File: src/rtl/alu_arbiter_if.sv
// Requester-side bundle for the shared ALU arbiter: two request ports with
// their operands, plus grant/done handshakes and the shared result bus.
interface alu_arbiter_if;
    logic       req0;
    logic [3:0] sel0;
    logic [7:0] opa0;
    logic [7:0] opb0;
    logic       req1;
    logic [3:0] sel1;
    logic [7:0] opa1;
    logic [7:0] opb1;
    logic       gnt0;
    logic       gnt1;
    logic       done0;
    logic       done1;
    logic [7:0] res_out;
    logic       zero_out;
    logic       err;

    // Requester view: drives requests and operands, sees grants and results.
    modport master (
        output req0, sel0, opa0, opb0, req1, sel1, opa1, opb1,
        input  gnt0, gnt1, done0, done1, res_out, zero_out, err
    );

    // Arbiter view: the mirror image of the requester view.
    modport slave (
        input  req0, sel0, opa0, opb0, req1, sel1, opa1, opb1,
        output gnt0, gnt1, done0, done1, res_out, zero_out, err
    );
endinterface

File: src/rtl/alu_arbiter.sv
// Round-robin arbiter sharing one 8-bit ALU between two requesters.
// The winner's operands and SELECT are registered onto the ALU inputs.
// They are held for an opcode-dependent number of cycles, then the result
// and zero flag are captured and returned with a one-cycle DONE pulse.
module alu_arbiter #(
    parameter int LAT_BASIC = 2,
    parameter int LAT_MULT  = 4,
    parameter int CNT_W     = 3
) (
    input  logic             i_clk,
    input  logic             i_reset,
    alu_arbiter_if.slave     bus,
    output logic [7:0]       o_alu_data1,
    output logic [7:0]       o_alu_data2,
    output logic [3:0]       o_alu_select,
    input  logic [7:0]       i_alu_result,
    input  logic             i_alu_zero
);

    typedef enum logic [1:0] {S_IDLE, S_EXEC, S_DONE} state_t;

    state_t           r_state;
    logic [CNT_W-1:0] r_cnt;
    logic             r_last;     // port that completed the most recent operation
    logic             r_owner;    // port currently holding the ALU
    logic             r_illegal;
    logic             r_gnt0;
    logic             r_gnt1;
    logic             r_done0;
    logic             r_done1;
    logic [7:0]       r_res;
    logic             r_zero;
    logic             r_err;
    logic [7:0]       r_d1;
    logic [7:0]       r_d2;
    logic [3:0]       r_sel;

    // Port 1 wins when it is the only requester, or on a tie when port 0 went last.
    wire logic       w_any   = bus.req0 | bus.req1;
    wire logic       w_pick1 = bus.req1 & (~bus.req0 | ~r_last);
    wire logic [3:0] w_sel   = w_pick1 ? bus.sel1 : bus.sel0;
    wire logic [7:0] w_opa   = w_pick1 ? bus.opa1 : bus.opa0;
    wire logic [7:0] w_opb   = w_pick1 ? bus.opb1 : bus.opb0;

    // Cycles to wait after grant, minus one; illegal codes complete immediately.
    function automatic logic [CNT_W-1:0] lat_load(input logic [3:0] sel);
        if (sel == 4'b1000)
            return CNT_W'(LAT_MULT - 1);
        else if (!sel[3])
            return CNT_W'(LAT_BASIC - 1);
        else
            return '0;
    endfunction

    // Arbitration, latency timing and result capture.
    always_ff @(posedge i_clk) begin
        if (i_reset) begin
            r_state   <= S_IDLE;
            r_cnt     <= '0;
            r_last    <= 1'b1;
            r_owner   <= 1'b0;
            r_illegal <= 1'b0;
            r_gnt0    <= 1'b0;
            r_gnt1    <= 1'b0;
            r_done0   <= 1'b0;
            r_done1   <= 1'b0;
            r_res     <= '0;
            r_zero    <= 1'b0;
            r_err     <= 1'b0;
            r_d1      <= '0;
            r_d2      <= '0;
            r_sel     <= '0;
        end else begin
            case (r_state)
                S_IDLE: begin
                    if (w_any) begin
                        r_owner   <= w_pick1;
                        r_gnt0    <= ~w_pick1;
                        r_gnt1    <= w_pick1;
                        r_d1      <= w_opa;
                        r_d2      <= w_opb;
                        r_sel     <= w_sel;
                        r_cnt     <= lat_load(w_sel);
                        r_illegal <= w_sel[3] & (w_sel[2:0] != 3'b000);
                        r_state   <= S_EXEC;
                    end
                end
                S_EXEC: begin
                    if (r_cnt != '0) begin
                        r_cnt <= r_cnt - CNT_W'(1);
                    end else begin
                        if (r_illegal) begin
                            r_res  <= '0;
                            r_zero <= 1'b1;
                            r_err  <= 1'b1;
                        end else begin
                            r_res  <= i_alu_result;
                            r_zero <= i_alu_zero;
                            r_err  <= 1'b0;
                        end
                        r_last  <= r_owner;
                        r_done0 <= ~r_owner;
                        r_done1 <= r_owner;
                        r_state <= S_DONE;
                    end
                end
                S_DONE: begin
                    r_gnt0  <= 1'b0;
                    r_gnt1  <= 1'b0;
                    r_done0 <= 1'b0;
                    r_done1 <= 1'b0;
                    r_state <= S_IDLE;
                end
                default: r_state <= S_IDLE;
            endcase
        end
    end

    assign bus.gnt0     = r_gnt0;
    assign bus.gnt1     = r_gnt1;
    assign bus.done0    = r_done0;
    assign bus.done1    = r_done1;
    assign bus.res_out  = r_res;
    assign bus.zero_out = r_zero;
    assign bus.err      = r_err;
    assign o_alu_data1  = r_d1;
    assign o_alu_data2  = r_d2;
    assign o_alu_select = r_sel;

endmodule

File: src/flat_wrapper.sv
// flat-port wrapper written by rule: the top's interface ports become plain ports
module alu_arbiter_flat 
#(
    parameter int LAT_BASIC = 2,
    parameter int LAT_MULT  = 4,
    parameter int CNT_W     = 3
)
  (i_clk, i_reset, o_alu_data1, o_alu_data2, o_alu_select, i_alu_result, i_alu_zero, bus_req0, bus_sel0, bus_opa0, bus_opb0, bus_req1, bus_sel1, bus_opa1, bus_opb1, bus_gnt0, bus_gnt1, bus_done0, bus_done1, bus_res_out, bus_zero_out, bus_err);
  alu_arbiter_if bus_i ();
  input  logic i_clk;
  input  logic i_reset;
  output logic [7:0] o_alu_data1;
  output logic [7:0] o_alu_data2;
  output logic [3:0] o_alu_select;
  input  logic [7:0] i_alu_result;
  input  logic i_alu_zero;
  input wire logic [$bits(bus_i.req0)-1:0] bus_req0;
  input wire logic [$bits(bus_i.sel0)-1:0] bus_sel0;
  input wire logic [$bits(bus_i.opa0)-1:0] bus_opa0;
  input wire logic [$bits(bus_i.opb0)-1:0] bus_opb0;
  input wire logic [$bits(bus_i.req1)-1:0] bus_req1;
  input wire logic [$bits(bus_i.sel1)-1:0] bus_sel1;
  input wire logic [$bits(bus_i.opa1)-1:0] bus_opa1;
  input wire logic [$bits(bus_i.opb1)-1:0] bus_opb1;
  output wire logic [$bits(bus_i.gnt0)-1:0] bus_gnt0;
  output wire logic [$bits(bus_i.gnt1)-1:0] bus_gnt1;
  output wire logic [$bits(bus_i.done0)-1:0] bus_done0;
  output wire logic [$bits(bus_i.done1)-1:0] bus_done1;
  output wire logic [$bits(bus_i.res_out)-1:0] bus_res_out;
  output wire logic [$bits(bus_i.zero_out)-1:0] bus_zero_out;
  output wire logic [$bits(bus_i.err)-1:0] bus_err;
  assign bus_i.req0 = bus_req0;
  assign bus_i.sel0 = bus_sel0;
  assign bus_i.opa0 = bus_opa0;
  assign bus_i.opb0 = bus_opb0;
  assign bus_i.req1 = bus_req1;
  assign bus_i.sel1 = bus_sel1;
  assign bus_i.opa1 = bus_opa1;
  assign bus_i.opb1 = bus_opb1;
  assign bus_gnt0 = bus_i.gnt0;
  assign bus_gnt1 = bus_i.gnt1;
  assign bus_done0 = bus_i.done0;
  assign bus_done1 = bus_i.done1;
  assign bus_res_out = bus_i.res_out;
  assign bus_zero_out = bus_i.zero_out;
  assign bus_err = bus_i.err;
  alu_arbiter #(.LAT_BASIC(LAT_BASIC), .LAT_MULT(LAT_MULT), .CNT_W(CNT_W)) u_core (.i_clk(i_clk), .i_reset(i_reset), .bus(bus_i), .o_alu_data1(o_alu_data1), .o_alu_data2(o_alu_data2), .o_alu_select(o_alu_select), .i_alu_result(i_alu_result), .i_alu_zero(i_alu_zero));
endmodule
File: config.mk
export PLATFORM = sky130hd
export DESIGN_NAME = alu_arbiter_flat
export DESIGN_NICKNAME = d
export VERILOG_FILES = /design/src/rtl/alu_arbiter_if.sv /design/src/rtl/alu_arbiter.sv /design/src/flat_wrapper.sv
export SDC_FILE = /design/constraint.sdc
export NUM_CORES = 1
export LEC_CHECK = 0
export ABC_AREA = 1
export BUFFER_PORTS_ARGS = -buffer_cell sky130_fd_sc_hd__buf_2
export CAP_MARGIN = 30
export CELL_PAD_IN_SITES_DETAIL_PLACEMENT = 0
export CELL_PAD_IN_SITES_GLOBAL_PLACEMENT = 2
export CORE_UTILIZATION = 25
export DETAILED_ROUTE_END_ITERATION = 7
export PLACE_DENSITY_LB_ADDON = 0.2
export SKIP_LAST_GASP = 1
export SYNTH_ARGS = -nofsm -noshare
export SYNTH_HDL_FRONTEND = slang
export SYNTH_SLANG_ARGS = --single-unit
export TNS_END_PERCENT = 100
File: constraint.sdc
create_clock -name i_clk -period 2.3 [get_ports i_clk]
set_clock_uncertainty 0.2 [all_clocks]
set_input_delay 0.115 -clock i_clk [delete_from_list [all_inputs] [get_ports i_clk]]
set_output_delay 0.115 -clock i_clk [all_outputs]
set_load 0.005 [all_outputs]
After elaboration in Yosys (flattened, before gate mapping):

Index checks and enable logic that the tools add are counted.

* $add $sub $neg: 1
* eq/ne operators: 6
* multiplexer cells: 22
* bitwise logic cells: 9
* reductions and logical operators: 12

Operators by type and width (number)
* $mux 8: 3
* $reduce_and 2->1: 5
* $mux 3: 3
* $pmux 1 s2: 4
* $mux 1: 7
* $pmux 3 s2: 1
* $reduce_bool 2->1: 3
* $reduce_bool 3->1: 2
* $not 1->1: 5
* $eq 4x4->1 const B: 1
* $mux 2: 2
* $mux 4: 1
* $ne 2x1->1 const B: 2
* $pmux 2 s2: 1
* $reduce_and 3->1: 1
* $sub 3x1->3 const B: 1
* $and 1x1->1: 2
* $eq 2x1->1 const B: 1
* $eq 2x2->1 const B: 1
* $logic_not 2->1: 1
* $ne 2x2->1 const B: 1
* $or 1x1->1: 2

* bits in registers: 42
* bits of input ports: 53
* output and inout port bits: 34
* word-level logic and storage cells: 65

Depth between registers and ports, before layout:

Gate-level depths: netlist of the first run.

* word-level depth: 8
* gate-level depth with buffers: 9
* gate-level depth less buffers: 8

Least setup slack after synthesis of the first run:

No wires, ideal clock.

* kind: register -> register
* start: register u_core.r_cnt[0]
* end: register u_core.r_res[0], in the netlist u_core.bus.res_out[0]
* setup time: 0.132 ns
* data arrival time: 1.157 ns
* data required time: 1.968 ns
* slack: 0.811 ns
* cell stages (with the launch flop): 9
* path buffers: 1
* clock period less this slack: 1.489 ns
* cell sequence: dfxtp_1 > inv_1 > ha_1 > inv_1 > nor3_4 > inv_2 > buf_2 > nand2_1 > a21oi_1

* word-level cells in the longest chain between the ends: 3

RTL lines
* start, declared: line alu_arbiter.sv:23 `logic [CNT_W-1:0] r_cnt;`
* start signal, assigned: line alu_arbiter.sv:83 `r_cnt <= lat_load(w_sel);`
* start signal, assigned: line alu_arbiter.sv:90 `r_cnt <= r_cnt - CNT_W'(1);`
* $reduce_bool 3->1: line alu_arbiter.sv:89 `if (r_cnt != '0) begin`
* $not 1->1 (no source line)
* $reduce_and 2->1 (no source line)
* end signal, assigned: line alu_arbiter.sv:97 `r_res <= i_alu_result;`
* end, declared: line alu_arbiter.sv:31 `logic [7:0] r_res;`

No other way between the ends.
A chain may end at the register's enable or synchronous reset.

Worst setup path after layout of the first run:

* start: register u_core.r_state[1]
* end: register u_core.r_d1[3], in the netlist u_core.o_alu_data1[3]

* word-level cells in the longest chain between the ends: 2

RTL lines
* start, declared: line alu_arbiter.sv:22 `state_t r_state;`
* start signal, assigned: line alu_arbiter.sv:58 `r_state <= S_IDLE;`
* start signal, assigned: line alu_arbiter.sv:85 `r_state <= S_EXEC;`
* start signal, assigned: line alu_arbiter.sv:104 `r_state <= S_DONE;`
* $logic_not 2->1: line alu_arbiter.sv:74 `case (r_state)`
* $reduce_and 2->1 (no source line)
* end signal, assigned: line alu_arbiter.sv:80 `r_d1 <= w_opa;`
* end, declared: line alu_arbiter.sv:34 `logic [7:0] r_d1;`

No other way between the ends.

==> key figures, run 1 <==
Synth
  – Post-synthesis compound-gate area fraction: 0.1366
  – Register area share after synthesis: 0.4706
  – Multiplexer share of the synthesized area: 0
  – Largest family of logic cells by synthesized area: simple AND/OR/NAND/NOR gates
  – Cells after synthesis: 236
  – Synth Area in Simple Gates: 0.3046
  – Yosys reg bits: 42
  – Area share of fa/ha/maj cells after synthesis: 0.01401
  – Synthesized cell area: approximately 1800 µm²
  – Average cell area after synthesis: roughly 7.6 µm²
  – XOR/XNOR share of the synthesized area: 0
  – Synth warnings: 0
  – Syn_nets: 291
  – Synth cell types: 24

Clock tree
  – CTS root buf: clkbuf_8
  – Clk sinks: 42
  – Skew-Pair Late Insertion Delay: ~300 ps
  – CTS tree: done
  – Worst-case clock buffer depth: 2
  – CTS clk-pin slew, worst paths: roughly 80 ps
  – H-tree depth: 2
  – CTS buffer count: 5

Timing
  – Setup ws final: around 160 ps
  – Minimum clock period: around 2100 ps
  – Fin Setup TNS: 0 ps
  – Setup violators final: 0
  – Unrepaired setup endpoints after global routing: no
  – F_max: approximately 470 MHz
  – Crit share post-route: 0.9306
  – Max transition margin: 0.7099
  – Slew @ Worst Pin: roughly 430 ps
  – Final Hold Violating Endpoints: 0
  – Fin. max-slew vios: 0

GRT
  – Initial antenna violation count: 0
  – Global-route wire length before repair: 9.059 mm
  – Largest net degree at the start of global routing: 28
  – Total track usage: 0.1575
  – Vias in the first global route: roughly 2000
  – Total gr overflow: 0

Job
  – MaxCap Viol Count: 0

Detailed routing
  – Vias per inst: ~4.3
  – DR iter-0 viols: 59
  – Drt total wl: between 5 and 6 mm
  – Antenna Violating Nets Remaining: 0
  – TritonRoute pass-1 iters: 4
  – Routed len/inst: ~12 µm
  – DR vias: roughly 2000
  – Residual DRC: 0

Critical path
  – FF-to-FF setup slack: 160 ps
  – Reg-to-reg startpoint: u_core.r_state[1]
  – Crit path launch type: flip-flop
  – Launch point of the worst path: u_core.r_state[1]
  – Critical path destination: u_core.o_alu_data1[3]
  – Worst Path Arrival: ~2200 ps
  – Critical Path RT: about 2400 ps
  – Cells on worst reg2reg path: 7
  – R2r endpoint: u_core.o_alu_data1[3]
  – Critical path class: reg -> reg
  – Crit end category: flip-flop
  – CP max FO: 11

Outcome
  – Outcome: finished clean

Die
  – Rows: 30
  – Core area: 6832 µm²
  – Die area: 7489 µm²
  – Die Y: ~87 µm
  – Initial Util: 0.2615
  – I/O pins: 87
  – Die width: between 80 and 90 µm

Finish
  – Final Non-Filler Cells: around 460
  – Ant. Diodes: 0
  – Final #Nets: around 420
  – Fill cells: ~760
  – Layout cells sized above 1: 0.3052
  – Area growth, synth to finish: 60.50%

Placed design
  – Routability Congestion: between 0.7 and 0.8
  – PortBufs: 86
  – Hpwl dp: about 3.7 mm
  – Setup WS pre-CTS: between 500 and 600 ps
  – Placed cells: 412

Power and ir drop
  – Leak Pwr: about 1.4 nW
  – Worst vdd ir: approximately 0.22 mV
  – PwrDens: 730.3 nW/µm²

Worst hold path
  – HP Class: in -> reg
==> routing by layer <==
layer  share of wire  wire, µm  track usage
met1            0.44      2411       0.1792
met2            0.48      2600       0.2807
met5               0         0            0
met4           0.012        68      0.05000
met3           0.067       367      0.04857
==> cell usage in the layout, fill, tap and decap left out, drive strengths merged, types with 7 or more instances in the layout <==
master       count
a21oi           16
buf             93
dfxtp           42
dlygate4sd3     41
inv             18
nand2           42
nand3           25
nor2            47
o21ai            7
o31ai           16
==> worst min-delay path by stage <==
stage | from | endpoint | slack (ps) | depth (start not counted)
5_1_grt | i_reset | u_core.r_owner | 20 | 3
4_1_cts | i_reset | u_core.r_owner | 20 | 3
3_3_place_gp | i_alu_result[0] | u_core.bus.res_out[0] | 170 | 3
2_1_floorplan | i_reset | u_core.bus.res_out[4] | -20 | 1
6_report | i_reset | u_core.r_owner | 20 | 3
3_5_place_dp | i_alu_result[3] | u_core.bus.res_out[3] | 170 | 3
==> repair_timing <==
item                       CTS  global route
buffers inserted             0             2
setup endpoints to repair    0            16
hold buffers                41             0
gates resized for setup      0             2
hold endpoints to repair    25             0
==> area by class of cell <==
cell class	count	area (µm²)	area share
Multi-Input combinational cell	164	815.8	0.2845
Timing Repair Buffer	134	905.9	0.3159
Clock inverter	2	37.54	0.01309
Tap cell	96	120.1	0.04188
Inverter	19	75.07	0.02618
Clock buffer	6	72.57	0.02531
Sequential cell	42	840.8	0.2932
==> report_power, final <==
| group | switching (mW) | internal [mW] | leakage, nW |
|---|---|---|---|
| sequential | 0.0628 | 0.837 | 0.346 |
| clock | 0.262 | 0.324 | 0.0514 |
| combinational | 0.317 | 0.291 | 0.992 |
| total | 0.642 | 1.45 | 1.39 |
==> logic make-up after synthesis <==
logic type	count (synthesis)
fa+ha+maj	2
buf+inv	30
simple gates	122
flops	42
compound gates	40
==> metrics by stage <==
step                  util  power [mW]  hold WS (ps)  instance area (µm²)
floorplan                -       1.221        -15.93                 1787
global placement    0.3386       1.434         171.0                 2313
detailed placement  0.3386       1.427         171.5                 2313
CTS                 0.4148       2.118         16.69                 2834
global route        0.4198       2.250         24.27                 2868
finish              0.4198       2.094         17.39                 2868
==> synthesized netlist by cell type (all sizes together) <==
library cell	number	share of area
nor2	47	0.11
dfxtp	42	0.47
nand2	42	0.088
nand3	25	0.070
inv	19	0.040
a21oi	16	0.045
o31ai	16	0.067
buf	9	0.030
o21ai	7	0.020
nor3	4	0.018
clkbuf	2	0.0042
ha	2	0.014
nand3b	2	0.0084
a31o	1	0.0049
and3	1	0.0035
nand4	1	0.0035
==> state kept, by name, summed over array words and instances (netlist names) <==
register	count
u_core.bus.done0	1
u_core.bus.done1	1
u_core.bus.err	1
u_core.bus.gnt0	1
u_core.bus.gnt1	1
u_core.bus.res_out	8
u_core.bus.zero_out	1
u_core.o_alu_data1	8
u_core.o_alu_data2	8
u_core.o_alu_select	4
u_core.r_cnt	3
u_core.r_illegal	1
u_core.r_last	1
u_core.r_owner	1
u_core.r_state	2
==> critical path, stage by stage (launching register included) <==
cell and delay, ps:
dfxtp_1 340, inv_1 70, nand2_1 70, nor2_2 160, nand2_2 190, buf_4 240
o31ai_1 250, dlygate4sd3_1 590
(Power assumes the default switching activity.)
==> inputs of run 2 (changes only) <==
--- a/config.mk
+++ b/config.mk
@@ -11,7 +11,9 @@
 export CELL_PAD_IN_SITES_DETAIL_PLACEMENT = 0
 export CELL_PAD_IN_SITES_GLOBAL_PLACEMENT = 2
 export CORE_UTILIZATION = 25
+export CTS_CLUSTER_DIAMETER = 200
 export DETAILED_ROUTE_END_ITERATION = 7
+export MAX_ROUTING_LAYER = met4
 export PLACE_DENSITY_LB_ADDON = 0.2
 export SKIP_LAST_GASP = 1
 export SYNTH_ARGS = -nofsm -noshare
==> run 2 against run 1 <==
Register-to-register slack about the same. Fmax up 0.15%. Design area unchanged. Non-clock buffer count unchanged. Largest cell class unchanged. Largest power group unchanged.
==> key figures, run 2 (synthesis gave the netlist of run 1 again) <==
Critical path
  – Crit path launch type: flip-flop
  – Worst Path Arrival: ~2200 ps
  – Critical path class: reg -> reg
  – Crit end category: flip-flop
  – Critical Path RT: ~2400 ps
  – CP max FO: 11

Finish
  – Design area: approximately 2900 µm²
  – Ant. Diodes: 0
  – Layout cells sized above 1: 0.3052
  – Commonest non-fill, non-tap cell in the layout: buf_2
  – Final #Nets: 421
  – Most frequent cells in the layout: buf_2, nor2_1, dfxtp_1, nand2_1, dlygate4sd3_1
  – Area growth, synth to finish: 60.50%

Timing
  – Final Hold Violating Endpoints: 0
  – Slew @ Worst Pin: approximately 440 ps
  – Minimum clock period: roughly 2100 ps
  – Crit share post-route: 0.9292
  – F_max: about 470 MHz
  – Unrepaired setup endpoints after global routing: no
  – Max transition margin: 0.7088
  – Hold_ws: about 16 ps
  – Fin. max-slew vios: 0
  – Setup violators final: 0
  – Setup ws final: about 160 ps
  – Fin Setup TNS: 0 ps

Detailed routing
  – DR vias: slightly below 2000
  – DR iter-0 viols: 76
  – TritonRoute pass-1 iters: 4
  – Routed len/inst: ~12 µm
  – Vias per inst: around 4.3
  – Antenna Violating Nets Remaining: 0
  – Residual DRC: 0
  – Drt total wl: 5.453 mm

Die
  – Rows: 30
  – Die Y: around 87 µm
  – Core area: just under 7000 µm²
  – Initial Util: 0.2615
  – I/O pins: 87
  – Die area: 7489 µm²
  – Die width: 86.54 µm

Job
  – MaxCap Viol Count: 0

GRT
  – Global-route wire length before repair: 9.045 mm
  – Vias in the first global route: 1982
  – Largest net degree at the start of global routing: 28
  – Total track usage: 0.1615
  – Total gr overflow: 0
  – Initial antenna violation count: 0

Placed design
  – Routability Congestion: roughly 0.77
  – Hpwl dp: approximately 3.7 mm
  – Area post-placement: 2313 µm²
  – Setup WS pre-CTS: 557.7 ps
  – PortBufs: 86

Worst hold path
  – HP Class: in -> reg

Clock tree
  – Worst-case clock buffer depth: 2
  – Skew-Pair Late Insertion Delay: 300 ps
  – Clk sinks: 42
  – CTS clk-pin slew, worst paths: around 80 ps
  – CTS root buf: clkbuf_8
  – CTS tree: done
  – H-tree depth: 2
  – CTS buffer count: 5

Outcome
  – Outcome: finished clean

Power and ir drop
  – Worst vdd ir: approximately 0.22 mV
  – Post-layout power: between 2 and 2.5 mW
  – Leak Pwr: 1.389 nW
  – PwrDens: 731.1 nW/µm²
[run 2: final timing paths]
kind                              start                     to  slack (ps)  cells after the start
hold reg to reg   u_core.bus.res_out[7]  u_core.bus.res_out[7]         260                      2
setup reg to reg      u_core.r_state[1]  u_core.o_alu_data1[3]         160                      7
hold / removal                  i_reset         u_core.r_owner          20                      3
setup / recovery      u_core.r_state[1]  u_core.o_alu_data1[3]         160                      7
[run 2: repair_timing]
action                                 CTS  global route
hold buffers                            41             0
endpoints found under the hold margin   25             0
setup buffers                            0             2
setup endpoints to repair                0            16
gates resized for setup                  0             2
[run 2: worst max-delay path: stages (launching register included)]
cell           delay (ps)
dfxtp_1               340
inv_1                  70
nand2_1                70
nor2_2                150
nand2_2               190
buf_4                 230
o31ai_1               250
dlygate4sd3_1         590
[run 2: power by group]
group          internal (mW)  total, mW  switching [mW]
logic                  0.291      0.608           0.317
registers              0.837      0.900          0.0629
clock network          0.324      0.588           0.264
[run 2: layer usage]
layer,global-route usage,vias to the layer above,share of wire
met3,0.03810,6,0.056
met5,-,-,0
met2,0.2807,63,0.48
met4,0.05000,0,0.012
met1,0.1839,872,0.45
li1,-,1034,-
[run 2: metrics by stage]
| step | util | cells |
|---|---|---|
| global placement | 0.3386 | 412 |
| global route | 0.4198 | 463 |
| floorplan | - | 236 |
| CTS | 0.4148 | 461 |
| finish | 0.4198 | 463 |
| detailed placement | 0.3386 | 412 |
[run 2: cell type report]
class | count | area, µm²
fillers | 757 | 3964
repair buffers | 134 | 905.9
multi-input cells | 164 | 815.8
inverters | 19 | 75.07
flip-flops and latches | 42 | 840.8
clock buffers | 6 | 72.57
clock inverters | 2 | 37.54
well taps | 96 | 120.1
==> inputs of run 3 (changes only) <==
--- a/config.mk
+++ b/config.mk
@@ -5,12 +5,12 @@
 export SDC_FILE = /design/constraint.sdc
 export NUM_CORES = 1
 export LEC_CHECK = 0
-export ABC_AREA = 1
+export ABC_AREA = 0
 export BUFFER_PORTS_ARGS = -buffer_cell sky130_fd_sc_hd__buf_2
 export CAP_MARGIN = 30
 export CELL_PAD_IN_SITES_DETAIL_PLACEMENT = 0
 export CELL_PAD_IN_SITES_GLOBAL_PLACEMENT = 2
-export CORE_UTILIZATION = 25
+export CORE_UTILIZATION = 27
 export CTS_CLUSTER_DIAMETER = 200
 export DETAILED_ROUTE_END_ITERATION = 7
 export MAX_ROUTING_LAYER = met4
==> run 3 against run 2 <==
Sequential share of layout area is 0.69 points higher. Flip-flop and latch count is the same. Critical path depth fell by 1. Final cell count shrank 16%. Critical path type unchanged. Critical endpoint is now u_core.o_alu_data1[6]. Largest power group unchanged.
==> key figures, run 3 <==
Critical path
  – CP max FO: 10
  – Reg-to-reg startpoint: u_core.r_last
  – Critical Path RT: between 2000 and 2500 ps
  – Critical path class: reg -> reg
  – Worst stage delay on the critical path: 550 ps
  – Worst-path cell chain: nand2b_1, and3_4, buf_4, and3_1, a221o_1, dlygate4sd3_1
  – FF-to-FF setup slack: between 100 and 150 ps
  – Crit path launch type: flip-flop
  – Worst path bufs/invs: 2
  – Slowest cell on crit path: dlygate4sd3_1
  – Worst Path Arrival: approximately 2200 ps
  – Crit end category: flip-flop
  – Worst path top cell family by delay: buffers and inverters
  – Launch point of the worst path: u_core.r_last

Die
  – Die Y: about 83 µm
  – Die area: 6928 µm²
  – I/O pins: between 80 and 90
  – Rows: 29
  – Initial Util: 0.2806
  – Die width: 83.24 µm
  – Core area: about 6300 µm²

Power and ir drop
  – Combinational share of power: 0.323
  – Psw: 0.6155 mW
  – Clock network power share: 0.228
  – Int Pwr: 1.375 mW
  – Leak Pwr: around 1.3 nW
  – Worst vdd ir: between 0.2 and 0.3 mV
  – Sequential share of power: 0.449
  – PwrDens: roughly 710 nW/µm²
  – Post-layout power: approximately 2 mW
  – Switching fraction of total power: 0.3093

Synth
  – Ys async rst share: 0
  – Cells after synthesis: 185
  – Synth warnings: 0
  – Post-synthesis compound-gate area fraction: 0.2107
  – Largest family of logic cells by synthesized area: simple AND/OR/NAND/NOR gates
  – Post-synth EDFFs: 0
  – Register area share after synthesis: 0.4719
  – Average cell area after synthesis: roughly 9.6 µm²
  – Most frequent cell after synthesis: dfxtp_1
  – Syn_nets: 240
  – Synth cell types: 43
  – Top cells by area, synth: dfxtp_1, a222oi_1, nor2_1
  – Synthesized cell area: around 1800 µm²
  – Post-synth top flop: dfxtp_1
  – Yosys top cell by area: dfxtp_1
  – Synth Area in Simple Gates: 0.2205
  – Post-synth top cells: dfxtp_1, nor2_1, a21oi_1
  – Multiplexer share of the synthesized area: 0.02247
  – Yosys top cell area share: 0.4719
  – XOR/XNOR share of the synthesized area: 0
  – Area share of fa/ha/maj cells after synthesis: 0.01404
  – Yosys reg bits: 42

Finish
  – Final Util: 0.4412
  – Fill cells: between 600 and 700
  – Commonest non-fill, non-tap cell in the layout: buf_2
  – Design area: 2801 µm²
  – Area growth, synth to finish: 57.23%
  – Layout cells sized above 1: 0.3439
  – Final #Nets: around 370
  – Ant. Diodes: 0
  – Final Non-Filler Cells: between 300 and 400
  – Most frequent cells in the layout: buf_2, dlygate4sd3_1, dfxtp_1, nor2_1, a21oi_1

Placed design
  – Hpwl dp: 3.408 mm
  – Placed cells: 338
  – PortBufs: 86
  – Routability Congestion: 0.7099
  – Area post-placement: roughly 2200 µm²

Detailed routing
  – Antenna Violating Nets Remaining: 0
  – DR iter-0 viols: 88
  – DR vias: between 1500 and 2000
  – Routed len/inst: 13.91 µm
  – Drt total wl: between 5 and 6 mm
  – Vias per inst: between 4 and 5
  – Residual DRC: 0
  – TritonRoute pass-1 iters: 5

Timing
  – Slew @ Worst Pin: 531.3 ps
  – Fin. max-slew vios: 0
  – Minimum clock period: roughly 2200 ps
  – Max transition margin: 0.6458
  – Setup violators final: 0
  – Crit share post-route: 0.9482
  – F_max: ~460 MHz
  – Fin Setup TNS: 0 ps
  – Unrepaired setup endpoints after global routing: no
  – Final Hold Violating Endpoints: 0

GRT
  – Initial antenna violation count: 0
  – Vias in the first global route: approximately 1800
  – Largest net degree at the start of global routing: 36
  – Total track usage: 0.1652
  – Global-route wire length before repair: just under 9 mm
  – Total gr overflow: 0

Worst hold path
  – HP Class: in -> reg
  – Hold_sp: bus_sel0[3]

Clock tree
  – CTS clk-pin slew, worst paths: about 80 ps
  – Postcts setup bufs: 0
  – CTS tree: done
  – H-tree depth: 2
  – CTS root buf: clkbuf_8
  – CTS buffer count: 5
  – Worst-case clock buffer depth: 2
  – Skew-Pair Late Insertion Delay: around 290 ps
  – Clk sinks: between 40 and 50

Outcome
  – Outcome: finished clean

Job
  – MaxCap Viol Count: 0
## run 3: cell types whose count changed after synthesis, sizes merged, moves of 11 or more
cell | before | now
nand3 | 25 | 4
a222oi | 0 | 11
nand2 | 42 | 13
inv | 19 | 4
o31ai | 16 | 1
nor2 | 47 | 23
## run 3: logic make-up after synthesis
logic type | Yosys count
buffers and inverters | 18
multiplexers | 4
AND/OR/NAND/NOR | 73
flip-flops | 42
AO/OA/AOI/OAI | 46
adder cells (fa/ha/maj) | 2
## run 3: cell type report
cell class                 count  area [µm²]  share of cell area
clock buffer                   5       68.82             0.02456
tap                           77       96.34             0.03439
clock inverter                 2       10.01            0.003573
inverter                       4       15.01            0.005360
sequential                    42       840.8              0.3001
timing repair buffer         136       920.9              0.3287
multi-input combinational    125       849.6              0.3033
## run 3: tightest hold or removal path: cells and delay by family
kind | cells | cell delay (ps)
buf+inv | 1 | 110
compound gates | 1 | 90
mux | 1 | 130
## run 3: metrics by stage
step,hold slack [ps],setup slack (ps)
after floorplan,52.84,748.6
after global placement,139.6,469.4
after detailed placement,151.2,489.8
after CTS,2.811,23.70
after global routing,17.30,12.25
final,3.446,119.1
## run 3: final timing paths
kind	to	cells past startpoint
hold / removal	u_core.o_alu_select[3]	3
setup reg to reg	u_core.o_alu_data1[6]	6
hold reg to reg	u_core.bus.res_out[5]	2
setup / recovery	u_core.o_alu_data1[6]	6
## run 3: metal layers
layer | global-route usage | routed length, µm | vias up
li1 | - | - | 936
met1 | 0.2031 | 2445 | 855
met2 | 0.2765 | 2630 | 79
met3 | 0.03678 | 317 | 5
met4 | 0.03762 | 46 | 0
met5 | - | 0 | -
## run 3: power by group through the flow
stage          clock, mW  combinational, mW  sequential, mW
2_1_floorplan          0              0.339           0.904
3_3_place_gp           0              0.523           0.907
3_5_place_dp           0              0.518           0.906
4_1_cts            0.481              0.633           0.891
5_1_grt            0.516              0.711           0.908
6_report           0.454              0.643           0.893
## run 3: repair_timing
| item | CTS | global route |
|---|---|---|
| gates resized for setup | 0 | 5 |
| endpoints found under the setup margin | 0 | 16 |
| hold endpoints to repair | 28 | 0 |
| hold buffers | 46 | 0 |
